==> src/rtl/axis_rr_fifo_arbiter.sv <==
// Round-robin arbiter that shares one FIFO write port between N_SRC AXI-Stream sources.
// Define ARB_TLAST_EN for packet mode, where a grant is released only by a tlast beat.
module axis_rr_fifo_arbiter #(
    parameter int N_SRC      = 4,
    parameter int DATA_WIDTH = 16,
    parameter int ID_WIDTH   = 2,
    parameter int MAX_BURST  = 8
) (
    input  logic                        clk,
    input  logic                        rst,
    input  logic [N_SRC-1:0]            s_axis_tvalid,
    output logic [N_SRC-1:0]            s_axis_tready,
    input  logic [N_SRC*DATA_WIDTH-1:0] s_axis_tdata,
`ifdef ARB_TLAST_EN
    input  logic [N_SRC-1:0]            s_axis_tlast,
    output logic                        m_axis_tlast,
`endif
    output logic                        m_axis_tvalid,
    input  logic                        m_axis_tready,
    output logic [DATA_WIDTH-1:0]       m_axis_tdata,
    output logic [ID_WIDTH-1:0]         m_axis_tid,
    output logic                        grant_active
);

    typedef enum logic {IDLE = 1'b0, GRANT = 1'b1} state_t;

    state_t              state_reg, state_next;
    logic [ID_WIDTH-1:0] grant_id_reg, grant_id_next;
    logic [ID_WIDTH-1:0] rr_ptr_reg, rr_ptr_next;
    logic [7:0]          burst_cnt_reg, burst_cnt_next;

    logic [DATA_WIDTH-1:0] src_data [N_SRC];

    generate
        for (genvar gi = 0; gi < N_SRC; gi++) begin : g_slice
            assign src_data[gi] = s_axis_tdata[gi*DATA_WIDTH +: DATA_WIDTH];
        end
    endgenerate

    always_ff @(posedge clk or negedge rst) begin
        if (!rst) begin
            state_reg     <= IDLE;
            grant_id_reg  <= '0;
            rr_ptr_reg    <= '0;
            burst_cnt_reg <= '0;
        end else begin
            state_reg     <= state_next;
            grant_id_reg  <= grant_id_next;
            rr_ptr_reg    <= rr_ptr_next;
            burst_cnt_reg <= burst_cnt_next;
        end
    end

    always_comb begin
        logic                sel_valid;
        logic                beat;
        logic                release_now;
        logic [ID_WIDTH-1:0] ptr_after;
        logic [ID_WIDTH-1:0] scan_base;
        logic [ID_WIDTH-1:0] idx;
        logic [ID_WIDTH-1:0] pick;
        logic                found;

        sel_valid = s_axis_tvalid[grant_id_reg];
        beat      = (state_reg == GRANT) && sel_valid && m_axis_tready;
`ifdef ARB_TLAST_EN
        release_now = beat && s_axis_tlast[grant_id_reg];
`else
        release_now = (state_reg == GRANT) &&
                      (!sel_valid || (beat && burst_cnt_reg == 8'(MAX_BURST - 1)));
`endif
        ptr_after = (grant_id_reg == ID_WIDTH'(N_SRC - 1)) ? '0 : grant_id_reg + ID_WIDTH'(1);

        // On release the scan starts just past the released source, so it is reached last.
        scan_base = (state_reg == GRANT) ? ptr_after : rr_ptr_reg;
        found     = 1'b0;
        pick      = '0;
        idx       = scan_base;
        for (int k = 0; k < N_SRC; k++) begin
            if (!found && s_axis_tvalid[idx]) begin
                found = 1'b1;
                pick  = idx;
            end
            idx = (idx == ID_WIDTH'(N_SRC - 1)) ? '0 : idx + ID_WIDTH'(1);
        end

        state_next     = state_reg;
        grant_id_next  = grant_id_reg;
        rr_ptr_next    = rr_ptr_reg;
        burst_cnt_next = burst_cnt_reg;

        case (state_reg)
            IDLE: begin
                if (found) begin
                    state_next    = GRANT;
                    grant_id_next = pick;
                end
            end
            GRANT: begin
                if (release_now) begin
                    rr_ptr_next    = ptr_after;
                    burst_cnt_next = '0;
                    if (found) grant_id_next = pick;
                    else       state_next    = IDLE;
                end else if (beat) begin
`ifdef ARB_TLAST_EN
                    if (burst_cnt_reg != 8'hFF) burst_cnt_next = burst_cnt_reg + 8'd1;
`else
                    burst_cnt_next = burst_cnt_reg + 8'd1;
`endif
                end
            end
            default: state_next = IDLE;
        endcase
    end

    // Datapath is purely combinational from the registered grant.
    always_comb begin
        logic is_grant;
        is_grant      = (state_reg == GRANT);
        grant_active  = is_grant;
        m_axis_tvalid = 1'b0;
        m_axis_tdata  = '0;
        m_axis_tid    = '0;
        s_axis_tready = '0;
`ifdef ARB_TLAST_EN
        m_axis_tlast  = 1'b0;
`endif
        if (is_grant) begin
            m_axis_tvalid               = s_axis_tvalid[grant_id_reg];
            m_axis_tdata                = src_data[grant_id_reg];
            m_axis_tid                  = grant_id_reg;
            s_axis_tready[grant_id_reg] = m_axis_tready;
`ifdef ARB_TLAST_EN
            m_axis_tlast                = s_axis_tlast[grant_id_reg];
`endif
        end
    end

endmodule

==> config.mk <==
export PLATFORM = sky130hd
export DESIGN_NAME = axis_rr_fifo_arbiter
export DESIGN_NICKNAME = d
export VERILOG_FILES = /design/src/rtl/axis_rr_fifo_arbiter.sv
export SDC_FILE = /design/constraint.sdc
export NUM_CORES = 1
export LEC_CHECK = 0
export CAP_MARGIN = 20
export CORE_UTILIZATION = 57
export CTS_CLUSTER_SIZE = 10
export DETAILED_ROUTE_END_ITERATION = 10
export DONT_BUFFER_PORTS = 1
export GPL_TIMING_DRIVEN = 0
export PLACE_DENSITY_LB_ADDON = 0.3
export SLEW_MARGIN = 5
export SYNTH_ARGS = -nofsm -noshare
export SYNTH_HDL_FRONTEND = slang
export SYNTH_SLANG_ARGS = --single-unit
==> constraint.sdc <==
create_clock -name clk -period 3.2 [get_ports clk]
set_clock_uncertainty 0.15 [all_clocks]
set_input_delay 0.64 -clock clk [delete_from_list [all_inputs] [get_ports clk]]
set_output_delay 0.64 -clock clk [all_outputs]
set_load 0.005 [all_outputs]
After elaboration in Yosys (flattened, before gate mapping)
Index checks and enable logic that the tools add are counted.
- bits in registers: 13
- bits of input ports: 71
- $add $sub $neg: 5
- $lt $le $gt $ge: 7
- equal/unequal tests: 6
- multiplexer cells: 40
- bitwise operators: 3
- reduce and logical (&&, ||, !) cells: 16
- operator list (kind ; count):
    16-bit 2-to-1 mux ; 3
    16-bit binary-select mux with 2-bit select ; 1
    2-bit 2-to-1 mux ; 12
    8-bit 2-to-1 mux ; 2
    2-bit by 3-bit less-than comparator with 1-bit output (second input constant) ; 5
    1-bit 2-to-1 mux ; 13
    1-bit binary-select mux with 2-bit select ; 5
    2-bit by 1-bit adder with 2-bit output (second input constant) ; 4
    8-bit by 1-bit adder with 8-bit output (second input constant) ; 1
    2-bit == test (second input constant) ; 4
    8-bit by 3-bit == test with 1-bit output (second input constant) ; 1
    1-bit logical AND ; 8
    4-bit AND ; 1
    1-bit logical NOT ; 4
    4-bit 2-to-1 mux ; 1
    2-bit case mux with 2 select lines ; 1
    2-bit AND reduction ; 2
    3-bit greater-or-equal comparator (second input constant) ; 1
    2-bit inverter with 3-bit output ; 1
    1-bit demux with 2-bit select ; 1
    2-bit by 1-bit greater-or-equal comparator with 1-bit output (second input constant) ; 1
    2-bit by 1-bit != test with 1-bit output (second input constant) ; 1
    1-bit case mux with 2 select lines ; 1
    2-bit nonzero test ; 1
    other kinds (2) ; 2

Longest topological paths before layout
Gate-level depths: netlist of run 1.
- depth in word-level cells: 18
- depth in mapped cells: 9
- mapped depth without buffers: 7

Worst setup path after synthesis of run 1
Ideal clock, no wire load.
- kind: reg2reg
- start point: register grant_id_reg[1]
- end point: register grant_id_reg[1]
- setup time: 0.095 ns
- data arrival time: 2.431 ns
- required time: 2.955 ns
- path slack: 0.523 ns
- cell stages (with the launch flop): 10
- period minus slack after synthesis: 2.677 ns
- cell sequence: dfrtp_1 buf_1 clkbuf_1 inv_1 ha_1 mux2i_1 nor3_1 mux2i_1 o2111a_1 o31ai_1
- cells in the longest elaborated chain, start to end: 18
- elaborated cells on any way between the ends: 47
- RTL lines (item ; line ; source):
    start, declared ; 28 ; logic [ID_WIDTH-1:0] grant_id_reg, grant_id_next;
    start signal, assigned ; 48 ; grant_id_reg <= grant_id_next;
    parallel branches: the longest is 18 deep, another holds 2-bit by 1-bit adder with 2-bit output ; n/a ;
Several ways; the timed one is not identified. The select of a mux whose other input is x is not followed.
A chain may end at the register's enable or synchronous reset.

Final worst setup path of run 1
Ends and elaborated chain as after synthesis.

==> results of run 1 <==
==> worst paths after layout <==
kind,slack [ps],start,endpoint,cells past startpoint
hold / removal,340,s_axis_tvalid[3],grant_active,2
max in group asynchronous,1870,rst,grant_id_reg[0],1
hold reg to reg,370,rr_ptr_reg[0],rr_ptr_reg[0],1
min in group asynchronous,650,rst,rr_ptr_reg[1],1
setup / recovery,290,grant_id_reg[1],grant_id_reg[1],9
setup reg to reg,290,grant_id_reg[1],grant_id_reg[1],9
==> layer usage <==
| layer | track usage | vias up |
|---|---|---|
| li1 | - | 506 |
| met1 | 0.309 | 535 |
| met2 | 0.476 | 62 |
| met3 | 0.0655 | 9 |
| met4 | 0.0880 | 0 |
| met5 | 0 | - |
==> cell type report <==
class                   count  area (um2)
plain buffers               9        41.3
clock buffers               4        26.3
fillers                   189         801
inverters                   4        15.0
multi-input cells         110         980
flip-flops and latches     13         325
well taps                  28        35.0
repair buffers              1        10.0
==> cell families (layout without fill, tap and decap cells) <==
logic type / after synthesis / in the layout / share of synthesized area
DFF: 13 / 13 / 0.239
buffers and inverters: 13 / 18 / 0.0396
and+or+nand+nor: 63 / 63 / 0.250
xor gates and xnor gates: 7 / 7 / 0.0451
AOI/OAI and AO/OA: 13 / 13 / 0.0691
adders and majority gates: 5 / 5 / 0.0460
muxes: 22 / 22 / 0.311
==> cells in the mapped netlist (all sizes together) <==
cell type  count
and2          18
mux4          16
nor2          15
dfrtp         13
nand2          8
buf            5
ha             5
and3           4
clkbuf         4
inv            4
mux2i          4
xnor2          4
nand2b         3
nand4          3
nor3           3
xor2           3
a21boi         2
a21oi          2
mux2           2
nand3          2
nor2b          2
o21ai          2
a221o          1
a22o           1
nand3b         1
nand4b         1
o2111a         1
o21a           1
o21bai         1
o22ai          1
o31ai          1
or2            1
or3            1
or4            1
==> power by group <==
group          internal [mW]  total (mW)  switching [mW]
clock                 0.0485       0.103          0.0543
sequential             0.202       0.245          0.0423
combinational          0.393       0.740           0.347
total                  0.643        1.09           0.444
==> timing repair <==
action / CTS / global route
endpoints found under the hold margin: 13 / 0
gates resized for setup: 1 / 1
endpoints found under the setup margin: 1 / 1
hold buffers: 1 / 0
==> cells in the final DEF (no fill, tap or decap) <==
master,count
a21boi_0,2
a21oi_1,2
a221o_1,1
a22o_1,1
and2_1,18
and3_1,4
buf_2,4
clkbuf_1,4
clkbuf_2,2
clkbuf_4,3
dfrtp_1,13
dlygate4sd3_1,1
ha_1,5
inv_1,4
mux2_2,2
mux2i_1,4
mux4_2,16
nand2_1,8
nand2b_1,3
nand3_1,2
nand3b_1,1
nand4_1,3
nand4b_1,1
nor2_1,15
nor2b_1,2
nor3_1,3
o2111a_1,1
o21a_1,1
o21ai_0,2
o21bai_1,1
o22ai_1,1
o31ai_1,1
or2_2,1
or3_1,1
or4_4,1
xnor2_1,4
xor2_1,3
==> metrics by stage <==
| step | power (mW) | hold slack [ps] | cell area (um2) | util | std cells |
|---|---|---|---|---|---|
| 2_1_floorplan | 0.867 | 194 | 1360 | - | 136 |
| 3_3_place_gp | 0.956 | 195 | 1390 | 0.624 | 164 |
| 3_5_place_dp | 0.986 | 195 | 1390 | 0.624 | 164 |
| 4_1_cts | 1.10 | 339 | 1430 | 0.641 | 169 |
| 5_1_grt | 1.18 | 366 | 1430 | 0.641 | 169 |
| 6_report | 1.09 | 344 | 1430 | 0.641 | 169 |
==> summary by stage, run 1 <==
Logic synthesis
The sequential element share of the synthesized area is 0.239. The count of yosys warnings during synthesis is 0. The largest total area in the synthesized netlist belongs to mux4_2. By area the synthesized netlist is led by mux4_2, dfrtp_1, and2_1. The synthesized design contains 13 register bits. The post-synthesis net count is 212. The synthesized netlist contains 35 unique library cells.

Synthesis produced a netlist whose cell count is 136. The share of synthesized area in the top cell type comes to 0.265. The area of the mapped netlist is 0.00136 mm2. Averaged over all synthesized cells, the footprint is 9.99 um2.

CTS
The number of buffers added by the clock tree synthesis step is 3. The clock sink count is 13. The clock latency at the later pin of the worst-skew pair is 280 ps. The H-tree depth reported by CTS is 1.

The buffer levels on the longest clock path is 2. Clock-pin slew was measured on the worst setup and hold paths at 70 ps. The buffers inserted during post-CTS setup optimization is 0. CTS placed an instance of clkbuf_4 at the clock tree root.

TritonCTS built the clock tree.

Timing
For the final routed database, the setup TNS stands at 0 ps. The slew at the pin with the worst max-slew slack is 594 ps. Setup repair after global routing left no endpoint under its margin. The number of failing setup endpoints in the final timing report is 0. Dividing the final minimum period by the clock period gives 0.908. The tightest slew margin relative to the limit is 0.603.

The slack of the critical path is 293 ps. The time the final worst path needs with I/O delays and setup is 2910 ps. For this run, the top clock speed supported by timing is 344 MHz. The final number of max-transition violations is 0. The final-report hold violation count was 0.

Floorplanning
Row generation in the floorplan step produced 17 rows. The die height is 50.8 um. The die area is 0.00258 mm2. The die is 50.8 um wide. The effective utilization at floorplan is 0.608.

For this design the top-level I/O count stands at 95. The area of the core is 0.00223 mm2.

Cells and area
The register with the most flip-flops in the layout has 8 of them. After the last flow step, the layout net total stands at 218. Compared with the post-synthesis result, the final layout area differs by 5.43%. Of the cells placed in the final design, the portion with a size suffix greater than 1 is 0.206. The number of inserted diodes is 0.

Worst setup path
The data arrival time at the worst-slack endpoint is 2940 ps. The critical path goes through clkbuf_2 -> clkbuf_2 -> inv_1 -> ha_1 -> mux2i_1 -> nor3_1 -> mux2i_1 -> o2111a_1 -> o31ai_1. On the worst path, the slowest cell contributes a delay of 470 ps. The kind of start point of the critical path is a flop.

The critical path's top delay family is buffers and inverters. The worst endpoint required time is 3230 ps. The worst path buffer plus inverter count is 3. The slowest library cell on the worst path is dfrtp_1. The kind of capture point of the worst setup path is a flop. The start-to-end type of the worst setup path is flop to flop.

The maximum fanout along the worst path is 10.

Place
At the placement stage, the worst setup path has a slack of 7.02 ps. The count of input and output buffers is 0. The placer's final routability congestion estimate is 0.830.

Detailed placement finished with a half-perimeter wire length of 2820 um.

Run status
The flow ran to the end, and the final reports show no timing, DRC or antenna violations.

Drt
The via density per instance is 6.58. The final wirelength is 3320 um. The number of design rule violations left after detail routing is 0. In the detailed route, the total length drawn on met2 is 1800 um. The wire length on met1 is 1190 um.

In this run the remaining antenna-violating nets after routing total 0. The overall via count from detail_route is 1112. The wire length per cell is 19.7 um. The met3 wire length is 277 um. The pre-antenna-repair detailed-routing pass consisted of 4 iterations. In this run, the number of DRC markers left after iteration 0 of detailed routing was 21.

Routed signal wires occupy layers up through met4.

Worst hold path
The worst hold path belongs to the class input pin to flop.

Power and ir drop
The worst-case IR drop observed on VDD is 0.000519 V. The leakage component of the power is 0.576 nW. The total power density per cell area is 759 mW/mm2.

Global routing
The total congestion overflow is 0. The wire length of the first global-routing pass is 5050 um. The number of antenna violations at the first check in global routing came to 0. Across every metal layer, demand over resource in global routing totals 0.266.

The number of global-route vias before repair is 1061. Entering global routing, the biggest net connects 14 pins.

Flow run
The tool flagged a number of max-cap violations equal to 0.
Power figures use the tool's default switching activity.
==> run 2: changes to the inputs <==
Settings changed: ABC_CLOCK_PERIOD_IN_PS set to 3200, GPL_TIMING_DRIVEN 0 to unset.
==> summary by stage, run 2 (synthesis gave the netlist of run 1 again) <==
Drt
The overall via count from detail_route is 1082. The violation count after the first detailed-routing iteration is 26. Once detail routing completed, the nets flagged for antenna violations numbered 0.

Using the TritonRoute via totals, the vias-per-cell ratio works out to 6.64. For this run, design rule violations remaining after detail routing come to 0. The first-pass detailed-route iteration total is 4. The routed design has 3260 um of wire. After detailed routing, the average wire length per cell comes to 20.0 um.

Cells and area
0 antenna diodes ended up in the layout. The count of filler cells inserted in the layout is 194. The post-synthesis to final-layout area growth is 4.05%.

Leaving out fill and tap cells, the most frequent cells in the layout are and2_1, mux4_2, nor2_1. After the last flow step, the layout net total stands at 212. The most common library cell in the layout ignoring fill and taps is and2_1.

The register with the most flip-flops in the layout has 8 of them. Across the whole layout, storage elements account for 325 um2. The area of the multi-input gates is 980 um2. In the final layout, the share of cells above drive strength 1 is 0.193.

Floorplanning
The width of the die is 50.8 um. The initial utilization of the core area, before any placement, comes to 0.608. For this design the top-level I/O count stands at 95. The die height is 50.8 um. After floorplanning, the core was divided into 17 placement rows. The die area is 0.00258 mm2. The area of the core is 0.00223 mm2.

Worst setup path
The worst stage delay on the critical path is 530 ps. The worst setup path is captured at an output port. The critical path is of the flop to output port type. Measured in cells, the most critical reg-to-reg path has a length of 7. Traced cell by cell, the critical path runs through buf_4 -> mux4_2 -> and2_1. Data on the critical path arrives at its endpoint at 1810 ps. In this run the worst path has a maximum fanout of 10. The kind of start point of the critical path is a flop. The worst endpoint required time is 2410 ps. The critical path's top delay family is flip-flops. The worst path buffer plus inverter count is 1. The slowest library cell on the worst path is dfrtp_1.

Counting buffers and inverters, the worst setup path is 3 cells deep.

Power and ir drop
The total design power is 1.08 mW. The leakage component of the power is 0.564 nW. The total power density per cell area is 765 mW/mm2. The highest ir drop seen on vdd is 0.000387 V.

Global routing
The total congestion overflow is 0. The maximum number of pins on one net before global-route repair is 31. The number of antenna violations at the first check in global routing is 0.

In the global route stage, overall resource usage came out at 0.267. The number of global-route vias before repair is 1084. The first global-routing pass estimated 5040 um of wire.

Timing
The final number of max-transition violations is 0. The time the final worst path needs with I/O delays and setup is 2600 ps. The number of failing setup endpoints in the final timing report is 0.

In this run the tightest slew margin relative to its limit is 0.498. Setup repair after global routing left no endpoint under its margin. The slew at the pin with the worst max-slew slack is 753 ps. The post-route setup TNS is 0 ps. Dividing the final minimum period by the clock period gives 0.813. The final-report hold violation count came to 0. The maximum clock frequency is 384 MHz.

Place
The final HPWL from detailed placement is 2660 um. The placer's final routability congestion estimate is 0.993. In this run the tool buffered the top-level ports with 0 buffer cells.

Worst hold path
The classification of the worst-slack hold path is input pin to flop. The number of instances on the worst hold path is 2.

CTS
The buffer levels on the longest clock path is 2. The H-tree depth reported by CTS is 1. Gates resized during post-CTS repair numbered 0.

The number of clock buffers added by TritonCTS is 3. The buffers inserted during post-CTS setup optimization is 0. The TritonCTS clock tree is yes. The clock latency at the later pin of the worst-skew pair is 290 ps.

The clock sink count is 13. The clock root buffer is clkbuf_4. The clock transition at the registers of the reported paths is 80 ps.

Run status
The run finished with clean final reports.

Flow run
The reported max-cap violation count is 0.
run 2: cell types whose count changed in the layout (fill, tap and decap cells not counted):
cell / delta
buf_4: +3
buf_2: -4
clkbuf_2: -2
clkbuf_1: -3
run 2: worst paths after layout:
check	startpoint	to	slack, ps
min in group asynchronous	rst	grant_active	630
worst min-delay path	s_axis_tvalid[3]	grant_active	340
max in group asynchronous	rst	grant_id_reg[1]	1880
worst max register to register	grant_id_reg[1]	grant_id_reg[1]	720
worst max-delay path	grant_id_reg[0]	m_axis_tdata[11]	600
worst min register to register	rr_ptr_reg[0]	rr_ptr_reg[0]	370
run 2: stage by stage:
step	hold WS (ps)	instance area [um2]	utilization	std cells	setup WS [ps]
2_1_floorplan	194	1360	-	136	523
3_3_place_gp	195	1380	0.617	158	930
3_5_place_dp	195	1380	0.617	158	753
4_1_cts	330	1410	0.633	163	576
5_1_grt	347	1410	0.633	163	447
6_report	340	1410	0.633	163	597
run 2: per-layer routing:
layer  part of all wire  vias up  track usage
met5                  0        -            0
met4              0.028        0        0.130
met3              0.096       10       0.0982
met2               0.52       69        0.464
met1               0.36      510        0.285
li1                   -      493            -
run 2: final cells by class:
type                       instances  share of cell area
timing repair buffer               4              0.0230
multi-input combinational        110               0.693
clock buffer                       4              0.0186
sequential                        13               0.230
tap                               28              0.0248
inverter                           4              0.0106
run 2: timing repair:
action | 4_1_cts | 5_1_grt
endpoints found under the hold margin | 13 | 0
setup endpoints to repair | 0 | 0
hold buffers | 1 | 0
run 2: power breakdown:
part           switching [mW]  total [mW]  internal, mW
Sequential             0.0593       0.261         0.202
Combinational           0.322       0.715         0.394
Clock                  0.0571       0.106        0.0485
Total                   0.438        1.08         0.644
